==> config.mk <==
export PLATFORM = sky130hd
export DESIGN_NAME = pipelined_writeback
export DESIGN_NICKNAME = d
export VERILOG_FILES = /design/src/rtl/pipelined_writeback_pkg.sv /design/src/rtl/pipelined_writeback_load_aligner.sv /design/src/rtl/pipelined_writeback.sv
export SDC_FILE = /design/constraint.sdc
export NUM_CORES = 1
export LEC_CHECK = 0
export CAP_MARGIN = 0
export CORE_MARGIN = 4
export CORE_UTILIZATION = 30
export DETAILED_ROUTE_END_ITERATION = 16
export SKIP_CTS_REPAIR_TIMING = 1
export SYNTH_ARGS = -nofsm -noshare
export SYNTH_HDL_FRONTEND = slang
export SYNTH_SLANG_ARGS = --single-unit
==> constraint.sdc <==
create_clock -name clk -period 10.2 [get_ports clk]
set_input_delay 1.02 -clock clk [delete_from_list [all_inputs] [get_ports clk]]
set_output_delay 1.02 -clock clk [all_outputs]
set_load 0.01 [all_outputs]
==> src/rtl/pipelined_writeback_pkg.sv <==
// Shared types and constants for the writeback stage: writeback source select,
// load funct3 encodings and the FSM state enum.
package pipelined_writeback_pkg;

  typedef enum logic [1:0] {
    WB_ALU = 2'd0,
    WB_MEM = 2'd1,
    WB_PC  = 2'd2
  } wbsel_e;

  localparam logic [2:0] LB  = 3'b000;
  localparam logic [2:0] LH  = 3'b001;
  localparam logic [2:0] LW  = 3'b010;
  localparam logic [2:0] LBU = 3'b100;
  localparam logic [2:0] LHU = 3'b101;

  typedef enum logic {
    IDLE     = 1'b0,
    WAIT_MEM = 1'b1
  } state_e;

endpackage

==> src/rtl/pipelined_writeback_load_aligner.sv <==
// Combinational load aligner: picks the addressed byte/halfword out of the raw
// memory word and sign- or zero-extends it according to the load funct3.
module load_aligner
  import pipelined_writeback_pkg::*;
#(
  parameter int DWIDTH = 32
) (
  input  logic [DWIDTH-1:0] raw_data,
  input  logic [1:0]        offset,
  input  logic [2:0]        funct3,
  output logic [DWIDTH-1:0] load_data
);

  logic [7:0]  sel_byte;
  logic [15:0] sel_half;

  always_comb begin
    // NOTE: every combinationally written signal gets a default first, so no path can infer a latch.
    sel_byte  = raw_data[7:0];
    sel_half  = raw_data[15:0];
    load_data = raw_data;

    case (offset)
      2'd1:    sel_byte = raw_data[15:8];
      2'd2:    sel_byte = raw_data[23:16];
      2'd3:    sel_byte = raw_data[31:24];
      default: sel_byte = raw_data[7:0];
    endcase

    // Halfword loads ignore offset[0]; misalignment is not trapped.
    if (offset[1]) sel_half = raw_data[31:16];

    case (funct3)
      LB:      load_data = {{(DWIDTH-8){sel_byte[7]}}, sel_byte};
      LBU:     load_data = {{(DWIDTH-8){1'b0}}, sel_byte};
      LH:      load_data = {{(DWIDTH-16){sel_half[15]}}, sel_half};
      LHU:     load_data = {{(DWIDTH-16){1'b0}}, sel_half};
      default: load_data = raw_data;
    endcase
  end

endmodule

==> src/rtl/pipelined_writeback.sv <==
// Registered writeback stage: accepts one retiring instruction per cycle, waits
// for load data when needed, and drives the register-file write port, PC redirect
// and retired-instruction counter.
module pipelined_writeback
  import pipelined_writeback_pkg::*;
#(
  parameter int DWIDTH   = 32,
  parameter int AWIDTH   = 32,
  parameter int RWIDTH   = 5,
  parameter int CNTWIDTH = 64
) (
  input  logic                clk,
  input  logic                reset,
  input  logic                in_valid_i,
  output logic                in_ready_o,
  input  logic [AWIDTH-1:0]   pc_i,
  input  logic [DWIDTH-1:0]   alu_res_i,
  input  logic [RWIDTH-1:0]   rd_i,
  input  logic                rd_we_i,
  input  logic [1:0]          wbsel_i,
  input  logic                brtaken_i,
  input  logic                is_load_i,
  input  logic [2:0]          ld_funct3_i,
  input  logic                flush_i,
  input  logic                mem_rsp_valid_i,
  input  logic [DWIDTH-1:0]   mem_rsp_data_i,
  output logic                wb_valid_o,
  output logic                rd_we_o,
  output logic [RWIDTH-1:0]   rd_addr_o,
  output logic [DWIDTH-1:0]   writeback_data_o,
  output logic                redirect_o,
  output logic [AWIDTH-1:0]   next_pc_o,
  output logic [CNTWIDTH-1:0] instret_o
);

  state_e state_q, state_d;

  logic [AWIDTH-1:0] pc_q;
  logic [DWIDTH-1:0] alu_q;
  logic [RWIDTH-1:0] rd_q;
  logic              rd_we_q;
  logic [1:0]        wbsel_q;
  logic              brtaken_q;
  logic [2:0]        funct3_q;

  logic accept;
  logic commit;

  assign in_ready_o = (state_q == IDLE);
  assign accept     = in_valid_i & in_ready_o & ~flush_i;

  always_ff @(posedge clk or posedge reset) begin
    if (reset) state_q <= IDLE;
    else       state_q <= state_d;
  end

  always_comb begin
    state_d = state_q;
    commit  = 1'b0;
    case (state_q)
      IDLE: begin
        if (accept) begin
          if (is_load_i) state_d = WAIT_MEM;
          else           commit  = 1'b1;
        end
      end
      WAIT_MEM: begin
        // Flush wins over a same-cycle response, which is then simply dropped.
        if (flush_i) begin
          state_d = IDLE;
        end else if (mem_rsp_valid_i) begin
          state_d = IDLE;
          commit  = 1'b1;
        end
      end
      default: state_d = IDLE;
    endcase
  end

  // Non-loads commit straight from the inputs; loads commit from the latched fields.
  logic              use_in;
  logic [AWIDTH-1:0] src_pc;
  logic [DWIDTH-1:0] src_alu;
  logic [RWIDTH-1:0] src_rd;
  logic              src_we;
  logic [1:0]        src_wbsel;
  logic              src_br;
  logic [2:0]        src_funct3;

  assign use_in     = (state_q == IDLE);
  assign src_pc     = use_in ? pc_i        : pc_q;
  assign src_alu    = use_in ? alu_res_i   : alu_q;
  assign src_rd     = use_in ? rd_i        : rd_q;
  assign src_we     = use_in ? rd_we_i     : rd_we_q;
  assign src_wbsel  = use_in ? wbsel_i     : wbsel_q;
  assign src_br     = use_in ? brtaken_i   : brtaken_q;
  assign src_funct3 = use_in ? ld_funct3_i : funct3_q;

  logic [DWIDTH-1:0] load_data;

  load_aligner #(.DWIDTH(DWIDTH)) u_load_aligner (
    .raw_data  (mem_rsp_data_i),
    .offset    (src_alu[1:0]),
    .funct3    (src_funct3),
    .load_data (load_data)
  );

  logic [AWIDTH-1:0] pc_plus4;
  logic [AWIDTH-1:0] next_pc;
  logic [DWIDTH-1:0] wb_data;

  assign pc_plus4 = src_pc + AWIDTH'(4);
  assign next_pc  = src_br ? {src_alu[AWIDTH-1:1], 1'b0} : pc_plus4;

  always_comb begin
    wb_data = src_alu;
    case (src_wbsel)
      WB_MEM:  wb_data = load_data;
      WB_PC:   wb_data = DWIDTH'(pc_plus4);
      default: wb_data = src_alu;
    endcase
  end

  always_ff @(posedge clk or posedge reset) begin
    if (reset) begin
      pc_q      <= '0;
      alu_q     <= '0;
      rd_q      <= '0;
      rd_we_q   <= 1'b0;
      wbsel_q   <= '0;
      brtaken_q <= 1'b0;
      funct3_q  <= '0;
    end else if (accept) begin
      // NOTE: sequential state uses non-blocking assignments so every register samples pre-edge values.
      pc_q      <= pc_i;
      alu_q     <= alu_res_i;
      rd_q      <= rd_i;
      rd_we_q   <= rd_we_i;
      wbsel_q   <= wbsel_i;
      brtaken_q <= brtaken_i;
      funct3_q  <= ld_funct3_i;
    end
  end

  always_ff @(posedge clk or posedge reset) begin
    if (reset) begin
      wb_valid_o       <= 1'b0;
      rd_we_o          <= 1'b0;
      redirect_o       <= 1'b0;
      rd_addr_o        <= '0;
      writeback_data_o <= '0;
      next_pc_o        <= '0;
      instret_o        <= '0;
    end else begin
      wb_valid_o <= commit;
      rd_we_o    <= commit & src_we & (src_rd != '0);
      redirect_o <= commit & src_br;
      // Data/address outputs hold between commits.
      if (commit) begin
        rd_addr_o        <= src_rd;
        writeback_data_o <= wb_data;
        next_pc_o        <= next_pc;
        instret_o        <= instret_o + CNTWIDTH'(1);
      end
    end
  end

endmodule

* After elaboration in Yosys (flattened, before gate mapping)
Cells that the tools add are included.
** Storage, ports and cells
- Register bits :: 213
- Latch bits :: 0
- Bits in writable memories :: 0
- Bits in read-only memories :: 0
- Input port bits :: 114
- Output and inout bits :: 137
- Word-level logic and storage cells :: 56
- Memories :: 0
** Operators by class
- $add $sub $neg :: 2
- $mul :: 0
- Div/mod/pow operators :: 0
- $lt $le $gt $ge :: 0
- Eq/ne operators :: 8
- Shift operators :: 0
- Mux-type cells :: 22
- Bitwise logic cells :: 7
- Reductions and logical operators :: 2
** Operator list (number)
- case mux 32 bit (4 select lines) :: 1
- two-way mux 32 bit :: 3
- adder 64 x 1 -> 64 bit (second input constant) :: 1
- case mux 32 bit (2 select lines) :: 1
- adder 32 x 3 -> 32 bit (second input constant) :: 1
- case mux 8 bit (3 select lines) :: 1
- two-way mux 16 bit :: 1
- two-way mux 1 bit :: 10
- equality test 2 bit (second input constant) :: 3
- equality test 3 bit (second input constant) :: 2
- AND 1 bit :: 5
- two-way mux 5 bit :: 1
- nonzero test 5 bit :: 1
- equality test 2 x 1 -> 1 bit (second input constant) :: 2
- case mux 1 bit (2 select lines) :: 2
- equality test 3 x 1 -> 1 bit (second input constant) :: 1
- zero test 3 bit :: 1
- two-way mux 3 bit :: 1
- two-way mux 2 bit :: 1
- inverter 1 bit :: 2

* Depth between registers and ports, before layout
- Word-level depth :: 7
- Gate-level depth with buffers :: 17
- Mapped depth without buffers :: 8

* By module
A second synthesis with hierarchy kept.
** Second synthesis, totals
- Cell total of the unflattened synthesis :: 1146
- Area total of the unflattened synthesis :: 11644.9 um^2
** Modules (own cells, without submodules)
- pipelined_writeback :: times used 1, cells an instance 1035, area an instance 10976.8 um^2, sequential area each 5330.1 um^2
- load_aligner :: times used 1, cells an instance 111, area an instance 668.1 um^2, sequential area each 0.0 um^2

* Least setup slack after synthesis
OpenSTA, ideal clock, no wires.
- Path kind :: reg2reg
- From :: register state_q
- To :: register writeback_data_o[30]
- Library setup time :: 0.138 ns
- Arrival :: 3.955 ns
- Data required time :: 10.062 ns
- Setup slack :: 6.107 ns
- Stages on the path, launching flop included :: 17
- Path buffers :: 9
- Period minus slack after synthesis :: 4.093 ns
- Path through :: dfrtp_1 buf_6 buf_8 buf_4 buf_4 buf_2 buf_2 buf_2 buf_2 mux2_2 ha_1 clkbuf_1 o211ai_4 or4_4 or4_4 a32oi_1 a21oi_1
** Between the ends
- Longest elaborated chain between the ends :: 5
- Elaborated cells between the ends (all ways) :: 23
- Classes of those cells :: add/sub: 1; eq/ne: 8; mux: 10; bitwise: 3; reduce/logical: 1
** RTL lines
- start, declared :: RTL line pipelined_writeback.sv:36 : state_e state_q, state_d;
- start signal, assigned :: RTL line pipelined_writeback.sv:54 : else state_q <= state_d;
- parallel branches: the longest is 5 deep, another holds adder 32 x 3 -> 32 bit
- end signal, assigned :: RTL line pipelined_writeback.sv:161 : writeback_data_o <= wb_data;
- end, declared :: RTL line pipelined_writeback.sv:30 : output logic [DWIDTH-1:0] writeback_data_o,
Parallel ways; which one is timed is not known.
A chain may end at the register's enable or synchronous reset.

* Worst setup path after layout
- From :: register state_q
- To :: output in_ready_o
** Between the ends
- Longest elaborated chain between the ends :: 1
** RTL lines
- inverter 1 bit
- end, declared :: RTL line pipelined_writeback.sv:15 : output logic in_ready_o,
Every way passes these cells.

==> flow_metrics.py <==
metrics = {
    "yosys": {
        "netlist.area_leader.share_pct": 46.3,
        "synth_top_family_by_area": "multiplexers",
        "ys_types": 68,
        "syn_area_mm2": 0.0115,
        "yosysWarnings": 0,
        "synth-seq-area-share_pct": 46.3,
        "syn_nets": 1245,
        "synth_area_leaders": "dfrtp_1 46%, mux2_2 8.2%, mux2i_1 6.9%",
        "synth_most_common_cell": "dfrtp_1",
        "yosys.area_share.adder_pct": 0.434,
        "ys.flop_type": "dfrtp_1",
        "synth_compound_area_share_pct": 14.2,
        "muxShareOfSynthArea_pct": 15.3,
        "synth-xor-area-share_pct": 6.54,
        "ys_ff_latch": 213,
        "synthTopCellsByCount": "213 x dfrtp_1, 102 x a21oi_1, 84 x mux2_2",
        "synth_area_per_cell_um2": 10.2,
        "synth-edff-count": 0,
        "async_flop_share_pct": 100,
        "syn_inst": 1127,
        "yosys.area_share.simple_pct": 14.0,
        "synth_top_area_cell": "dfrtp_1",
    },
    "power_and_ir_drop": {
        "power_density_mw_per_mm2": 173,
        "p_leak_nw": 6.23,
        "ir_drop_uv": 124,
    },
    "clocking": {
        "clk_pin_slew_worst_paths_ns": 0.06,
        "cts_tree": "done",
        "cts.path.max_buffers": 3,
        "htree_levels": 1,
        "clk_latency_ns": 0.54,
        "cts-buffers-inserted": 26,
        "root_buffer": "clkbuf_16",
        "clock-sinks": 213,
    },
    "floorplanning": {
        "design.core.area_mm2": 0.0378,
        "die_w_um": 204,
        "floorplan.initialDensity_pct": 30.5,
        "die_area_mm2": 0.0416,
        "pin_count": 251,
        "num_rows": 71,
        "die_y_um": 204,
    },
    "layout": {
        "ff_latch_area_mm2": 0.00533,
        "area_growth_syn_to_layout_pct": 32.9,
        "multiInputGateArea_mm2": 0.00584,
        "n_fill_cell": 3673,
        "nNetsFinal": 1460,
        "final_cell_area_mm2": 0.0153,
        "drive_above_1_share_pct": 11.3,
    },
    "global_routing": {
        "grt_pass1_vias": 9978,
        "grt_max_degree": 78,
        "antenna_found_initial": 10,
        "track_usage_pct": 18.8,
        "grt_pass1_wl_mm": 61.4,
        "grt.overflow.total": 0,
    },
    "timing": {
        "hold_viol": 0,
        "finalSetupViolCount": 0,
        "worst_pin_slew_ns": 1.13,
        "min_period_ns": 4.42,
        "slew_headroom_pct": 24.6,
        "finalSetupTns_ns": 0,
        "fmax_ghz": 0.226,
        "worst_clock_skew_ns": 0.0201,
        "drv_slew": 0,
        "period_share_pct": 43.4,
        "rsz0062_at_grt": "no",
    },
    "detailed_routing": {
        "vias": 9923,
        "drt_drc_violations_left": 0,
        "antenna_left": 0,
        "post_drt_wl_per_cell_um": 21.8,
        "via_per_inst": 5.29,
        "drtIter0Drc": 706,
        "routed_wl_mm": 40.9,
        "drt_pass1_iterations": 5,
    },
    "job": {
        "drv_cap": 0,
    },
    "placed_design": {
        "place_congestion": 0.919,
        "dpl.hpwl_mm": 30.8,
        "post_dp_cell_area_mm2": 0.0145,
        "io_buffers": 250,
    },
    "setup_path": {
        "cp.arrival_ns": 3.40,
        "path_class": "reg -> out",
        "endpoint_kind": "primary output",
        "crit_fanout": 60,
        "cp-start-kind": "flip-flop",
        "required_ns": 9.18,
    },
    "min_path": {
        "worstHoldPathType": "reg -> reg",
    },
    "status": {
        "status": "complete, no violations",
    },
}
-- critical path: stages, from the launching register on --
cell and delay (ns):
dfrtp_4 0.94, buf_4 0.74, inv_1 0.55, clkdlybuf4s50_1 0.61
-- layer usage --
layer | vias to the layer above | share of wire [%] | GRT usage (%) | routed length, µm
li1 | 4578 | - | - | -
met1 | 4867 | 41 | 24.8 | 16900
met2 | 397 | 47 | 31.3 | 19300
met3 | 73 | 8.2 | 4.60 | 3360
met4 | 8 | 2.9 | 5.03 | 1190
met5 | - | 0.13 | 0 | 52
-- power breakdown --
part	internal, mW	leakage [nW]	switching, mW	total (mW)
clock	0.544	0.420	0.368	0.912
combinational	0.322	3.14	0.320	0.643
sequential	0.978	2.67	0.118	1.10
total	1.84	6.23	0.806	2.65
-- worst paths after layout --
| path | to | cells past startpoint | slack, ns | startpoint |
|---|---|---|---|---|
| max | in_ready_o | 3 | 5.78 | state_q |
| min | next_pc_o[0] | 2 | 0.47 | next_pc_o[0] |
| max reg2reg | writeback_data_o[23] | 8 | 6.23 | state_q |
| min reg2reg | next_pc_o[0] | 2 | 0.47 | next_pc_o[0] |
| max in group asynchronous | alu_q[5] | 3 | 7.81 | reset |
| min in group asynchronous | instret_o[27] | 2 | 0.92 | reset |
-- registers in the layout (all words and copies together) (netlist names), 2 cells and up --
name and flops:
rd_q 5, funct3_q 3, wbsel_q 2, alu_q 32, rd_addr_o 5, pc_q 32, writeback_data_o 32, instret_o 64
next_pc_o 32
-- placed cells by master, fill, tap and decap left out, types with 5 or more instances in the layout --
master	n
a21o_1	5
a21oi_1	102
a2bb2oi_1	7
a31oi_1	24
and2_1	5
and3_1	27
and4_1	17
buf_4	11
clkbuf_16	27
clkbuf_8	6
clkdlybuf4s50_1	250
clkinv_2	7
dfrtp_1	212
diode_2	7
inv_1	13
mux2_2	84
mux2i_1	78
nand2_1	79
nand3_1	45
nand4_1	21
nor2_1	60
nor3_1	12
nor4_1	6
o21ai_0	58
o221ai_1	14
o22ai_1	6
o31ai_1	8
or4_1	7
xnor2_1	49
xor2_1	37
-- metrics by stage --
step | util (%) | instances | hold WS, ns | power, mW | worst slack (ns)
after global placement | 38.3 | 1825 | 0.455 | 1.74 | 6.21
after global routing | 40.5 | 1870 | 0.515 | 2.77 | 5.60
after floorplan | - | 1127 | 0.475 | 1.39 | 3.36
after CTS | 40.5 | 1868 | 0.478 | 2.68 | 5.73
final | 40.6 | 1875 | 0.475 | 2.65 | 5.78
after detailed placement | 38.3 | 1825 | 0.467 | 1.75 | 6.17
-- logic make-up after synthesis --
logic type | count (synthesis)
xor+xnor | 86
simple gates | 307
mux | 164
flops | 213
compound gates | 265
buf+inv | 88
fa+ha+maj | 4
-- cell type report --
class                   instances  area share [%]
repair buffers                261            16.9
clock inverters                 8           0.425
inverters                      14           0.392
diodes                          7           0.114
multi-input cells             826            38.2
flip-flops and latches        213            34.8
well taps                     511            4.18
clock buffers                  35            5.00
Note: power is estimated with default switching activity, not from simulation.
